$ cat src/rtl/wrp_shff_pkg.sv
// Shared definitions for the shuffle-buffer block scheduler, writer and FIFO-out.
package wrp_shff_pkg;

  typedef enum logic [1:0] {
    ST_RST   = 2'd0,
    ST_FILL  = 2'd1,
    ST_RUN   = 2'd2,
    ST_DRAIN = 2'd3
  } shff_state_e;

  localparam int SHFF_BLK_AW     = 10;
  localparam int SHFF_PREFILL    = 32;
  localparam int SHFF_WR_SLACK   = 2;
  localparam int SHFF_FRAME_BLKS = 1024;

endpackage

$ cat src/rtl/wrp_shff_ptr_ctr.sv
// Wrapping block pointer with count enable and synchronous clear.
module wrp_shff_ptr_ctr
  import wrp_shff_pkg::*;
#(
  parameter int AW = SHFF_BLK_AW
) (
  input  logic          clk,
  input  logic          clr_i,
  input  logic          en_i,
  output logic [AW-1:0] ptr_o
);

  logic [AW-1:0] ptr_q, ptr_d;

  always_comb begin
    ptr_d = ptr_q;
    if (en_i) ptr_d = ptr_q + 1'b1;
  end

  always_ff @(posedge clk) begin
    if (clr_i) ptr_q <= '0;
    else       ptr_q <= ptr_d;
  end

  assign ptr_o = ptr_q;

endmodule

$ cat src/rtl/wrp_shff_blk_sched.sv
// Block-level scheduler for the URAM shuffle buffer: occupancy, pointers, phases.
// Define SHFF_SCHED_ERR_EN to build the sticky overflow/underflow flags.
module wrp_shff_blk_sched
  import wrp_shff_pkg::*;
#(
  parameter int BLK_AW     = SHFF_BLK_AW,
  parameter int PREFILL    = SHFF_PREFILL,
  parameter int WR_SLACK   = SHFF_WR_SLACK,
  parameter int FRAME_BLKS = SHFF_FRAME_BLKS
) (
  input  logic              clk,
  input  logic              srst,
  input  logic              wr_blk_done,
  output logic              wr_ready,
  output logic [BLK_AW-1:0] wr_blk_ptr,
  input  logic              rd_blk_start,
  output logic              buf_empty,
  output logic [BLK_AW-1:0] rd_blk_ptr,
  output logic              frame_parity,
  input  logic              flush,
  output logic              flush_done,
  output logic [BLK_AW:0]   occupancy,
  output logic              err_ovf,
  output logic              err_udf
);

  localparam int NUM_BLK = 1 << BLK_AW;
  localparam int FC_W    = (FRAME_BLKS > 1) ? $clog2(FRAME_BLKS) : 1;

  localparam logic [BLK_AW:0] OCC_FULL = (BLK_AW+1)'(NUM_BLK);
  localparam logic [BLK_AW:0] OCC_HI   = (BLK_AW+1)'(NUM_BLK - WR_SLACK);
  localparam logic [BLK_AW:0] OCC_PRE  = (BLK_AW+1)'(PREFILL);
  localparam logic [FC_W-1:0] FC_LAST  = FC_W'(FRAME_BLKS - 1);

  shff_state_e     state_q, state_d;
  logic [BLK_AW:0] occ_q, occ_d;
  logic [FC_W-1:0] fc_q, fc_d;
  logic            par_q, par_d;
  logic            wr_ready_q, wr_ready_d;
  logic            buf_empty_q, buf_empty_d;
  logic            flush_done_q, flush_done_d;
  logic            wr_acc, rd_acc;

  // Writes are taken in any live state until the buffer is truly full; the
  // wr_ready slack only covers the writer's reaction latency.
  assign wr_acc = wr_blk_done && (state_q != ST_RST) && (occ_q != OCC_FULL);
  assign rd_acc = rd_blk_start && ((state_q == ST_RUN) || (state_q == ST_DRAIN)) &&
                  (occ_q != '0);

  always_comb begin
    occ_d = occ_q;
    if (wr_acc && !rd_acc)      occ_d = occ_q + 1'b1;
    else if (rd_acc && !wr_acc) occ_d = occ_q - 1'b1;
  end

  // Phase decisions look at next-cycle occupancy so state, count and flags move together.
  always_comb begin
    state_d = state_q;
    case (state_q)
      ST_RST:   state_d = ST_FILL;
      ST_FILL: begin
        if (flush)                 state_d = ST_DRAIN;
        else if (occ_d >= OCC_PRE) state_d = ST_RUN;
      end
      ST_RUN:   if (flush) state_d = ST_DRAIN;
      ST_DRAIN: if (occ_d == '0) state_d = ST_FILL;
      default:  state_d = ST_RST;
    endcase
  end

  always_comb begin
    fc_d  = fc_q;
    par_d = par_q;
    if (rd_acc) begin
      if (fc_q == FC_LAST) begin
        fc_d  = '0;
        par_d = ~par_q;
      end else begin
        fc_d  = fc_q + 1'b1;
      end
    end
    wr_ready_d   = (state_d != ST_RST) && (state_d != ST_DRAIN) && (occ_d < OCC_HI);
    buf_empty_d  = (state_d == ST_FILL) || (occ_d == '0);
    flush_done_d = (state_q == ST_DRAIN) && (state_d == ST_FILL);
  end

  always_ff @(posedge clk) begin
    if (srst) begin
      state_q      <= ST_RST;
      occ_q        <= '0;
      fc_q         <= '0;
      par_q        <= 1'b0;
      wr_ready_q   <= 1'b0;
      buf_empty_q  <= 1'b1;
      flush_done_q <= 1'b0;
    end else begin
      state_q      <= state_d;
      occ_q        <= occ_d;
      fc_q         <= fc_d;
      par_q        <= par_d;
      wr_ready_q   <= wr_ready_d;
      buf_empty_q  <= buf_empty_d;
      flush_done_q <= flush_done_d;
    end
  end

  wrp_shff_ptr_ctr #(.AW(BLK_AW)) u_wr_ptr (
    .clk   (clk),
    .clr_i (srst),
    .en_i  (wr_acc),
    .ptr_o (wr_blk_ptr)
  );

  wrp_shff_ptr_ctr #(.AW(BLK_AW)) u_rd_ptr (
    .clk   (clk),
    .clr_i (srst),
    .en_i  (rd_acc),
    .ptr_o (rd_blk_ptr)
  );

`ifdef SHFF_SCHED_ERR_EN
  logic err_ovf_q, err_udf_q;

  always_ff @(posedge clk) begin
    if (srst) begin
      err_ovf_q <= 1'b0;
      err_udf_q <= 1'b0;
    end else begin
      if (wr_blk_done && (state_q != ST_RST) && (occ_q == OCC_FULL)) err_ovf_q <= 1'b1;
      if (rd_blk_start && (state_q != ST_RST) && !rd_acc)            err_udf_q <= 1'b1;
    end
  end

  assign err_ovf = err_ovf_q;
  assign err_udf = err_udf_q;
`else
  assign err_ovf = 1'b0;
  assign err_udf = 1'b0;
`endif

  assign wr_ready     = wr_ready_q;
  assign buf_empty    = buf_empty_q;
  assign frame_parity = par_q;
  assign flush_done   = flush_done_q;
  assign occupancy    = occ_q;

endmodule

$ cat config.mk
export PLATFORM = sky130hd
export DESIGN_NAME = wrp_shff_blk_sched
export DESIGN_NICKNAME = d
export VERILOG_FILES = /design/src/rtl/wrp_shff_pkg.sv /design/src/rtl/wrp_shff_ptr_ctr.sv /design/src/rtl/wrp_shff_blk_sched.sv
export SDC_FILE = /design/constraint.sdc
export NUM_CORES = 1
export LEC_CHECK = 0
export CAP_MARGIN = 0
export CORE_ASPECT_RATIO = 1.5
export CORE_MARGIN = 2
export CORE_UTILIZATION = 53
export CTS_BUF_LIST = sky130_fd_sc_hd__clkbuf_16
export CTS_CLUSTER_DIAMETER = 30
export DETAILED_ROUTE_END_ITERATION = 8
export GPL_TIMING_DRIVEN = 0
export PLACE_DENSITY = 0.85
export SLEW_MARGIN = 5
export SYNTH_ARGS = -nofsm -noshare
export SYNTH_HDL_FRONTEND = slang
export SYNTH_SLANG_ARGS = --single-unit
$ cat constraint.sdc
create_clock -name clk -period 3.98 [get_ports clk]
set_clock_uncertainty 0.1 [all_clocks]
set_input_delay 0.398 -clock clk [delete_from_list [all_inputs] [get_ports clk]]
set_output_delay 0.398 -clock clk [all_outputs]
set_load 0.03 [all_outputs]
==> results of run 1 <==
## repair_timing
| item | in CTS | in global routing |
|---|---|---|
| buffers inserted | 0 | 2 |
| setup endpoints to repair | 1 | 1 |
| pin swaps | 0 | 1 |
| gates resized for setup | 2 | 10 |
| endpoints found under the hold margin | 0 | 0 |
| gates cloned | 0 | 0 |
## power by group through the flow
stage          Combinational (uW)  Sequential (uW)  Clock [uW]
6_report                      413              515         528
3_3_place_gp                  362              523           0
2_1_floorplan                 239              554           0
4_1_cts                       379              513         534
5_1_grt                       443              518         554
3_5_place_dp                  372              524           0
## layout by cell type (no fill, tap or decap), types with 4 or more instances in the layout
cell type / n
buf_4: 4
nand4_1: 13
inv_1: 6
clkbuf_16: 5
nand2_1: 28
or3_1: 13
o21ai_0: 13
clkdlybuf4s50_1: 39
and3_1: 6
clkbuf_1: 11
nor3_1: 8
nor4_1: 4
dfxtp_1: 47
xor2_1: 18
xnor2_1: 9
a21oi_1: 13
nor2_1: 41
nor2b_1: 4
ha_1: 6
nand3_1: 9
and2_1: 4
## path summary, 6_finish.rpt
check | startpoint | to | slack, ns
min | u_rd_ptr.ptr_o[9] | u_rd_ptr.ptr_o[9] | 0.39
min reg2reg | u_rd_ptr.ptr_o[9] | u_rd_ptr.ptr_o[9] | 0.39
max reg2reg | occupancy[7] | wr_ready | 0.20
max | occupancy[7] | wr_ready | 0.20
## per-layer routing
metal  up-vias  part of all wire  global-route usage
li1       1235                 -                   -
met1      1223              0.39               0.290
met2        86              0.54               0.458
met3        23             0.036              0.0415
met4         0             0.034               0.132
met5         -                 0                   0
## registers in the layout (all words and copies together), names as in the netlist
register / flops
buf_empty: 1
fc_q: 10
flush_done: 1
frame_parity: 1
occupancy: 11
state_q: 2
u_rd_ptr.ptr_o: 10
u_wr_ptr.ptr_o: 10
wr_ready: 1
## kinds of logic after synthesis
group / Yosys count / synth area share
AOI/OAI and AO/OA: 59 / 0.154
and+or+nand+nor: 150 / 0.310
buffers and inverters: 25 / 0.0478
DFF: 47 / 0.363
other: 1 / 0.00145
adders and majority gates: 6 / 0.0290
muxes: 1 / 0.00386
xor gates and xnor gates: 27 / 0.0912
## worst max-delay path: cells and delay by family, from the launching register on
family,cells,cell delay [ns]
and+or+nand+nor,6,1.95
AOI/OAI and AO/OA,3,0.81
DFF,1,0.41
adders and majority gates,1,0.22
buffers and inverters,1,0.20
## through the flow
stage | utilization | std cells
global placement | 0.643 | 422
floorplan | - | 317
finish | 0.697 | 432
detailed placement | 0.643 | 422
CTS | 0.686 | 430
global route | 0.697 | 432
## cell type report
cell class / count / area share
buffer: 20 / 0.0324
timing repair buffer: 41 / 0.122
clock buffer: 5 / 0.0376
tap: 66 / 0.0248
sequential: 47 / 0.283
multi-input combinational: 245 / 0.476
clock inverter: 3 / 0.0192
inverter: 5 / 0.00564
==> impl_metrics.py, run 1 <==
metrics = {
    "die": {
        "dieWidth_um": 61.1,
        "initial_core_util": 0.543,
        "coreArea_mm2": 0.00477,
        "placementRows": 31,
        "die_area_mm2": 0.00548,
        "die_h_um": 89.7,
        "pin_count": 42,
    },
    "cts": {
        "hold_buffers": 0,
        "worst_skew_pair.late_latency_ns": 0.28,
        "cts_buffer_depth": 2,
        "cts_root_buf": "clkbuf_16",
        "tritoncts": "built",
        "clkTransAtPathRegs_ns": 0.06,
        "cts_max_level": 2,
        "cts_made_buffers": 5,
        "clock_sinks": 47,
    },
    "timing": {
        "holdWs_ns": 0.386,
        "slew_viol_final": 0,
        "min_period_over_period": 0.949,
        "max_freq_ghz": 0.265,
        "fin_crit_ns": 3.78,
        "setup_viol": 0,
        "maxSlewHeadroom": 0.572,
        "rsz0062_at_grt": "no",
        "fin_tns_setup_ns": 0,
        "worst_slack_ns": 0.201,
        "tightest_slew_ns": 0.638,
        "hold_viol_final": 0,
    },
    "route": {
        "wirelength_mm": 6.70,
        "wire_per_inst_um": 15.5,
        "ant_nets": 0,
        "route.detailed.drc": 0,
        "vias": 2567,
        "drt_iter0_markers": 149,
        "first_pass_iters": 4,
        "vias_per_cell": 5.94,
    },
    "power_and_ir_drop": {
        "vdd_drop_max_mv": 0.249,
        "swShare": 0.299,
        "p_comb_frac": 0.284,
        "power_uw": 1460,
        "p_leak_uw": 0.00123,
        "sequentialPowerShare": 0.354,
        "p_sw_uw": 435,
        "pwr_density_cell_mw_per_mm2": 438,
        "power_frac_clock": 0.362,
        "internal_power_uw": 1020,
    },
    "yosys": {
        "syn_avg_cell_area_um2": 8.20,
        "synth_edf_count": 0,
        "ys_warn_count": 0,
        "synth_commonest_cells": "47 x dfxtp_1, 41 x nor2_1, 28 x nand2_1, 18 x xor2_1, 14 x o21ai_0",
        "synthFlopType": "dfxtp_1",
        "synthCells": 316,
        "yosysSeqAreaShare": 0.363,
        "synth.most_common_cell": "dfxtp_1",
        "synth_cell_types": 54,
        "async_flop_share": 0,
        "synth_area_leader_cell": "dfxtp_1",
        "yosysTopAreaCellShare": 0.363,
        "synth_area_leaders": "dfxtp_1 36%, xor2_1 6.1%, nor2_1 5.9%",
        "ys_ff_latch": 47,
        "synth_area_mm2": 0.00259,
    },
    "critical_path": {
        "cp_cell_sequence": "or4_4 -> nor4_4 -> buf_4 -> nor3_1 -> or3_1 -> a222oi_1 -> and2_2 -> a31o_1 -> ha_1 -> or3_1 -> a31oi_1",
        "worstPathMaxFanout": 9,
        "critical_path.endpoint_type": "register",
        "crit_path_frequent_cell": "or3_1",
        "crit_type": "reg2reg",
        "cp.arrival_ns": 3.88,
        "slowest_delay_ns": 0.63,
        "reg2regPathDepth": 11,
        "worstSetupStartpointType": "register",
        "slowest_stage": "or4_4",
        "crit_required_ns": 4.08,
    },
    "global_routing": {
        "grt_pass1_vias": 2405,
        "grt_antenna_before_repair": 0,
        "grt_pass1_wl_mm": 10.8,
        "overflow": 0,
        "grt_start_max_net_pins": 15,
        "grtUsageTotal": 0.259,
    },
    "cells_and_area": {
        "fin_area_mm2": 0.00333,
        "seq_area_um2": 941,
        "antenna-diode-count": 0,
        "synthToLayoutAreaGrowth_pct": 28.3,
        "num-nets-final": 376,
        "multiInputGateArea_mm2": 0.00158,
        "fillers": 391,
        "drive_above_1_share": 0.0765,
    },
    "placed_design": {
        "dpl.hpwl_mm": 4.81,
        "io_buffers": 39,
        "placed_area_mm2": 0.00307,
        "place_ws_ns": -0.170,
        "place.gp.congestion": 0.923,
    },
    "status": {
        "outcome": "finished, final reports clean",
    },
    "worst_hold_path": {
        "hold_class": "reg2reg",
        "whs_path_depth": 2,
    },
    "job": {
        "maxCapViolCount": 0,
    },
}
No activity file was read; power rests on OpenSTA's default activity.
==> run 2: changes to the inputs <==
Settings changed: GPL_ROUTABILITY_DRIVEN set to 0.
==> run 2 against run 1 <==
Final cell count up 0.23%. Flip-flop and latch count did not move. Clock power down 13%. Critical path depth increased by 1. First-iteration DRC count grew 12%. Count of clock-buffer cells in the layout unchanged. Combinational power shrank 5.8%. Via count down 0.19%. Routed wire length is 2.3% lower. Design area is 1.2% lower. Maximum frequency up 0.19%. Sequential share of layout area grew 0.33 points.
==> impl_metrics.py, run 2 (synthesis gave the netlist of run 1 again) <==
metrics = {
    "status": {
        "outcome": "finished, final reports clean",
    },
    "route": {
        "vias_per_cell": 5.92,
        "route.detailed.drc": 0,
        "wirelength_mm": 6.54,
        "first_pass_iters": 4,
        "ant_nets": 0,
        "drt_iter0_markers": 167,
        "vias": 2562,
        "wire_per_inst_um": 15.1,
    },
    "cells_and_area": {
        "fin_util": 0.689,
        "largest_reg_flops": 11,
        "mostFrequentLayoutCells": "47 x dfxtp_1, 41 x nor2_1, 39 x clkdlybuf4s50_1",
        "num-nets-final": 377,
        "fillers": 418,
        "drive_above_1_share": 0.0736,
        "synthToLayoutAreaGrowth_pct": 26.8,
        "antenna-diode-count": 0,
        "final_common_cell": "dfxtp_1",
        "stdcell_count": 433,
    },
    "timing": {
        "hold_viol_final": 0,
        "slew_viol_final": 0,
        "min_period_over_period": 0.948,
        "setup_viol": 0,
        "max_freq_ghz": 0.265,
        "fin_tns_setup_ns": 0,
        "tightest_slew_ns": 0.616,
        "fin_crit_ns": 3.77,
        "worst_slack_ns": 0.208,
        "maxSlewHeadroom": 0.585,
        "rsz0062_at_grt": "no",
    },
    "critical_path": {
        "cp_cell_sequence": "clkbuf_1 -> o21ai_0 -> clkbuf_1 -> o21ai_0 -> o31a_1 -> a211oi_1 -> a211oi_2 -> a31o_2 -> a31o_1 -> ha_1 -> or3_1 -> a31oi_1",
        "r2r_slack_ns": 0.21,
        "worstPathMaxFanout": 10,
        "slowest_stage": "o21ai_0",
        "slowest_delay_ns": 0.55,
        "worstSetupStartpointType": "register",
        "cp.arrival_ns": 3.87,
        "crit_required_ns": 4.08,
        "startpoint": "state_q[1]",
        "r2r_start": "state_q[1]",
        "crit_type": "reg2reg",
        "critical_path.endpoint_type": "register",
    },
    "cts": {
        "clock_sinks": 47,
        "cts_buffer_depth": 2,
        "clkTransAtPathRegs_ns": 0.06,
        "cts_root_buf": "clkbuf_16",
        "worst_skew_pair.late_latency_ns": 0.28,
        "cts_made_buffers": 5,
        "cts_max_level": 2,
        "tritoncts": "built",
    },
    "job": {
        "maxCapViolCount": 0,
    },
    "global_routing": {
        "overflow": 0,
        "grt_start_max_net_pins": 15,
        "grt_pass1_wl_mm": 10.5,
        "grtUsageTotal": 0.252,
        "grt_antenna_before_repair": 0,
        "grt_pass1_vias": 2375,
    },
    "power_and_ir_drop": {
        "p_leak_uw": 0.00121,
        "swShare": 0.308,
        "p_comb_frac": 0.285,
        "p_sw_uw": 420,
        "internal_power_uw": 944,
        "vdd_drop_max_mv": 0.267,
        "sequentialPowerShare": 0.377,
        "power_frac_clock": 0.337,
        "pwr_density_cell_mw_per_mm2": 415,
    },
    "die": {
        "dieWidth_um": 61.1,
        "initial_core_util": 0.543,
        "die_h_um": 89.7,
        "placementRows": 31,
        "coreArea_mm2": 0.00477,
        "die_area_mm2": 0.00548,
        "pin_count": 42,
    },
    "worst_hold_path": {
        "hold_start": "u_rd_ptr.ptr_o[9]",
        "hold_class": "reg2reg",
    },
    "placed_design": {
        "place_ws_ns": -0.161,
        "io_buffers": 39,
        "dp.cells": 422,
        "dpl.hpwl_mm": 4.67,
    },
}
run 2: cell types whose count changed in the layout (fill, tap and decap cells not counted), moves of 2 or more:
cell      previous run  this run
clkbuf_1            11        13
a31oi_2              0         2
clkbuf_2             2         0
a31oi_4              2         0
run 2: cell type report:
type	count	area [um^2]	area share
multi-input cells	245	1560	0.475
flip-flops and latches	47	941	0.286
repair buffers	42	413	0.126
clock buffers	5	125	0.0381
plain buffers	20	105	0.0320
well taps	66	82.6	0.0251
clock inverters	3	38.8	0.0118
inverters	5	18.8	0.00571
run 2: critical path: cells and delay by family, from the launching register on:
family	cells	cell delay, ns
AOI/OAI and AO/OA	8	2.14
adders and majority gates	1	0.25
buffers and inverters	2	0.58
and+or+nand+nor	1	0.34
DFF	1	0.29
run 2: repair_timing:
| action | CTS | global route |
|---|---|---|
| buffers inserted | 0 | 3 |
| setup endpoints to repair | 0 | 1 |
| hold buffers | 0 | 0 |
| resized for setup | 0 | 5 |
run 2: final timing paths:
path                                           to  cells past startpoint
worst min-delay path            u_rd_ptr.ptr_o[9]                      2
worst max register to register           wr_ready                     12
worst min register to register  u_rd_ptr.ptr_o[9]                      2
worst max-delay path                     wr_ready                     12
run 2: routing by layer:
metal,vias up,part of all wire,global-route usage
li1,1240,-,-
met1,1200,0.38,0.278
met2,99,0.54,0.435
met3,23,0.050,0.0458
met4,0,0.035,0.150
met5,-,0,0
run 2: power groups by stage:
stage	logic (uW)	clock network (uW)	registers, uW
2_1_floorplan	239	0	554
3_3_place_gp	361	0	523
3_5_place_dp	368	0	523
4_1_cts	372	466	513
5_1_grt	420	486	518
6_report	389	460	515
run 2: metrics by stage:
step           instance area, um^2  hold WS, ns  power, uW
5_1_grt                       3290        0.413       1420
6_report                      3290        0.383       1360
2_1_floorplan                 2600        0.371        792
3_3_place_gp                  3070        0.368        883
3_5_place_dp                  3070        0.379        891
4_1_cts                       3230        0.387       1350
==> run 3: changes to the inputs <==
Settings changed: CORE_ASPECT_RATIO 1.5 to 0.8, PLACE_DENSITY 0.85 to not set, PLACE_DENSITY_LB_ADDON set to 0.25.
==> run 3 against run 2 <==
Register-to-register slack worse by 0.02 ns. Maximum frequency down 0.63%. Flip-flop and latch count unchanged.
==> impl_metrics.py, run 3 (synthesis gave the netlist of run 1 again) <==
metrics = {
    "placed_design": {
        "io_buffers": 39,
        "place_ws_ns": -0.288,
        "placed_area_mm2": 0.00306,
        "dpl.hpwl_mm": 4.58,
    },
    "power_and_ir_drop": {
        "power_frac_clock": 0.303,
        "pwr_density_cell_mw_per_mm2": 410,
        "p_leak_uw": 0.00120,
        "internal_power_uw": 897,
        "swShare": 0.332,
        "p_comb_frac": 0.314,
        "power_uw": 1340,
        "vdd_drop_max_mv": 0.328,
        "sequentialPowerShare": 0.383,
        "p_sw_uw": 445,
    },
    "die": {
        "initial_core_util": 0.557,
        "die_h_um": 66.6,
        "dieWidth_um": 82.2,
        "die_area_mm2": 0.00547,
        "pin_count": 42,
        "coreArea_mm2": 0.00465,
        "placementRows": 22,
    },
    "cts": {
        "cts_made_buffers": 5,
        "cts_root_buf": "clkbuf_16",
        "cts_max_level": 2,
        "cts_buffer_depth": 2,
        "hold_buffers": 0,
        "clock_sinks": 47,
        "clkTransAtPathRegs_ns": 0.06,
        "worst_skew_pair.late_latency_ns": 0.28,
        "tritoncts": "built",
    },
    "route": {
        "ant_nets": 0,
        "first_pass_iters": 5,
        "vias_per_cell": 5.96,
        "vias": 2539,
        "wire_per_inst_um": 15.3,
        "route.detailed.drc": 0,
        "drt_iter0_markers": 341,
        "wirelength_mm": 6.51,
    },
    "global_routing": {
        "grt_pass1_vias": 2285,
        "grt_antenna_before_repair": 0,
        "overflow": 0,
        "grt_pass1_wl_mm": 10.5,
        "grtUsageTotal": 0.247,
        "grt_start_max_net_pins": 16,
    },
    "critical_path": {
        "cp_cell_sequence": "clkbuf_1 -> or3_4 -> buf_6 -> or4_1 -> nor3_1 -> o21ai_0 -> a222oi_1 -> buf_4 -> and2_2 -> a31o_1 -> ha_1 -> or3_1 -> a31oi_1",
        "crit_family": "simple AND/OR/NAND/NOR gates",
        "slowest_delay_ns": 0.50,
        "cp.arrival_ns": 3.90,
        "reg2regPathDepth": 13,
        "critical_path.endpoint_type": "register",
        "slowest_stage": "or4_1",
        "worstSetupPathDepth": 13,
        "worstSetupStartpointType": "register",
        "crit_required_ns": 4.09,
        "worstPathMaxFanout": 7,
        "crit_type": "reg2reg",
        "critPathBufInv": 3,
    },
    "timing": {
        "hold_viol_final": 0,
        "slew_viol_final": 0,
        "min_period_over_period": 0.954,
        "fin_crit_ns": 3.80,
        "tightest_slew_ns": 0.670,
        "rsz0062_at_grt": "no",
        "worst_slack_ns": 0.184,
        "maxSlewHeadroom": 0.551,
        "setup_viol": 0,
        "max_freq_ghz": 0.263,
        "holdWs_ns": 0.403,
    },
    "worst_hold_path": {
        "hold_class": "reg2reg",
        "whs_path_depth": 2,
    },
    "cells_and_area": {
        "fin_util": 0.704,
        "synthToLayoutAreaGrowth_pct": 26.4,
        "drive_above_1_share": 0.0710,
        "multiInputGateArea_mm2": 0.00158,
        "largest_reg_flops": 11,
        "mostFrequentLayoutCells": "47 x dfxtp_1, 41 x nor2_1, 39 x clkdlybuf4s50_1",
        "num-nets-final": 376,
        "seq_area_um2": 941,
        "fillers": 365,
        "final_common_cell": "dfxtp_1",
        "antenna-diode-count": 0,
        "fin_area_mm2": 0.00328,
    },
    "job": {
        "maxCapViolCount": 0,
    },
    "status": {
        "outcome": "finished, final reports clean",
    },
}
[run 3: layout make-up]
class,count,area share
multi-input combinational,245,0.484
sequential,47,0.287
timing repair buffer,41,0.124
buffer,20,0.0325
tap,60,0.0229
clock buffer,5,0.0382
inverter,5,0.00573
clock inverter,3,0.00611
[run 3: tightest hold or removal path: stages (launching register included)]
cell and delay [ns]:
dfxtp_1 0.32, o21ai_0 0.07, a21oi_1 0.06
[run 3: timing repair]
action / CTS / global route
gates cloned: 0 / 0
gates resized for setup: 1 / 9
pin swaps: 1 / 1
setup endpoints to repair: 1 / 1
setup buffers: 1 / 1
[run 3: worst paths after layout]
check,start,end,slack (ns)
setup reg to reg,occupancy[4],wr_ready,0.18
hold / removal,u_rd_ptr.ptr_o[9],u_rd_ptr.ptr_o[9],0.40
hold reg to reg,u_rd_ptr.ptr_o[9],u_rd_ptr.ptr_o[9],0.40
setup / recovery,occupancy[4],wr_ready,0.18
[run 3: metal layers]
metal | share of wire | vias to the layer above | global-route usage
li1 | - | 1235 | -
met1 | 0.45 | 1158 | 0.338
met2 | 0.45 | 128 | 0.398
met3 | 0.080 | 18 | 0.0461
met4 | 0.021 | 0 | 0.0646
met5 | 0 | - | 0
[run 3: power by group through the flow]
stage | Clock (uW) | Combinational, uW | Sequential [uW]
after global placement | 0 | 366 | 523
after CTS | 415 | 383 | 513
after detailed placement | 0 | 373 | 523
after floorplan | 0 | 239 | 554
after global routing | 429 | 453 | 517
final | 406 | 422 | 514
[run 3: per-stage QoR]
| step | setup TNS (ns) | cells |
|---|---|---|
| floorplan | 0 | 317 |
| global placement | -0.187 | 416 |
| detailed placement | -0.288 | 416 |
| CTS | 0 | 425 |
| global route | 0 | 426 |
| finish | 0 | 426 |
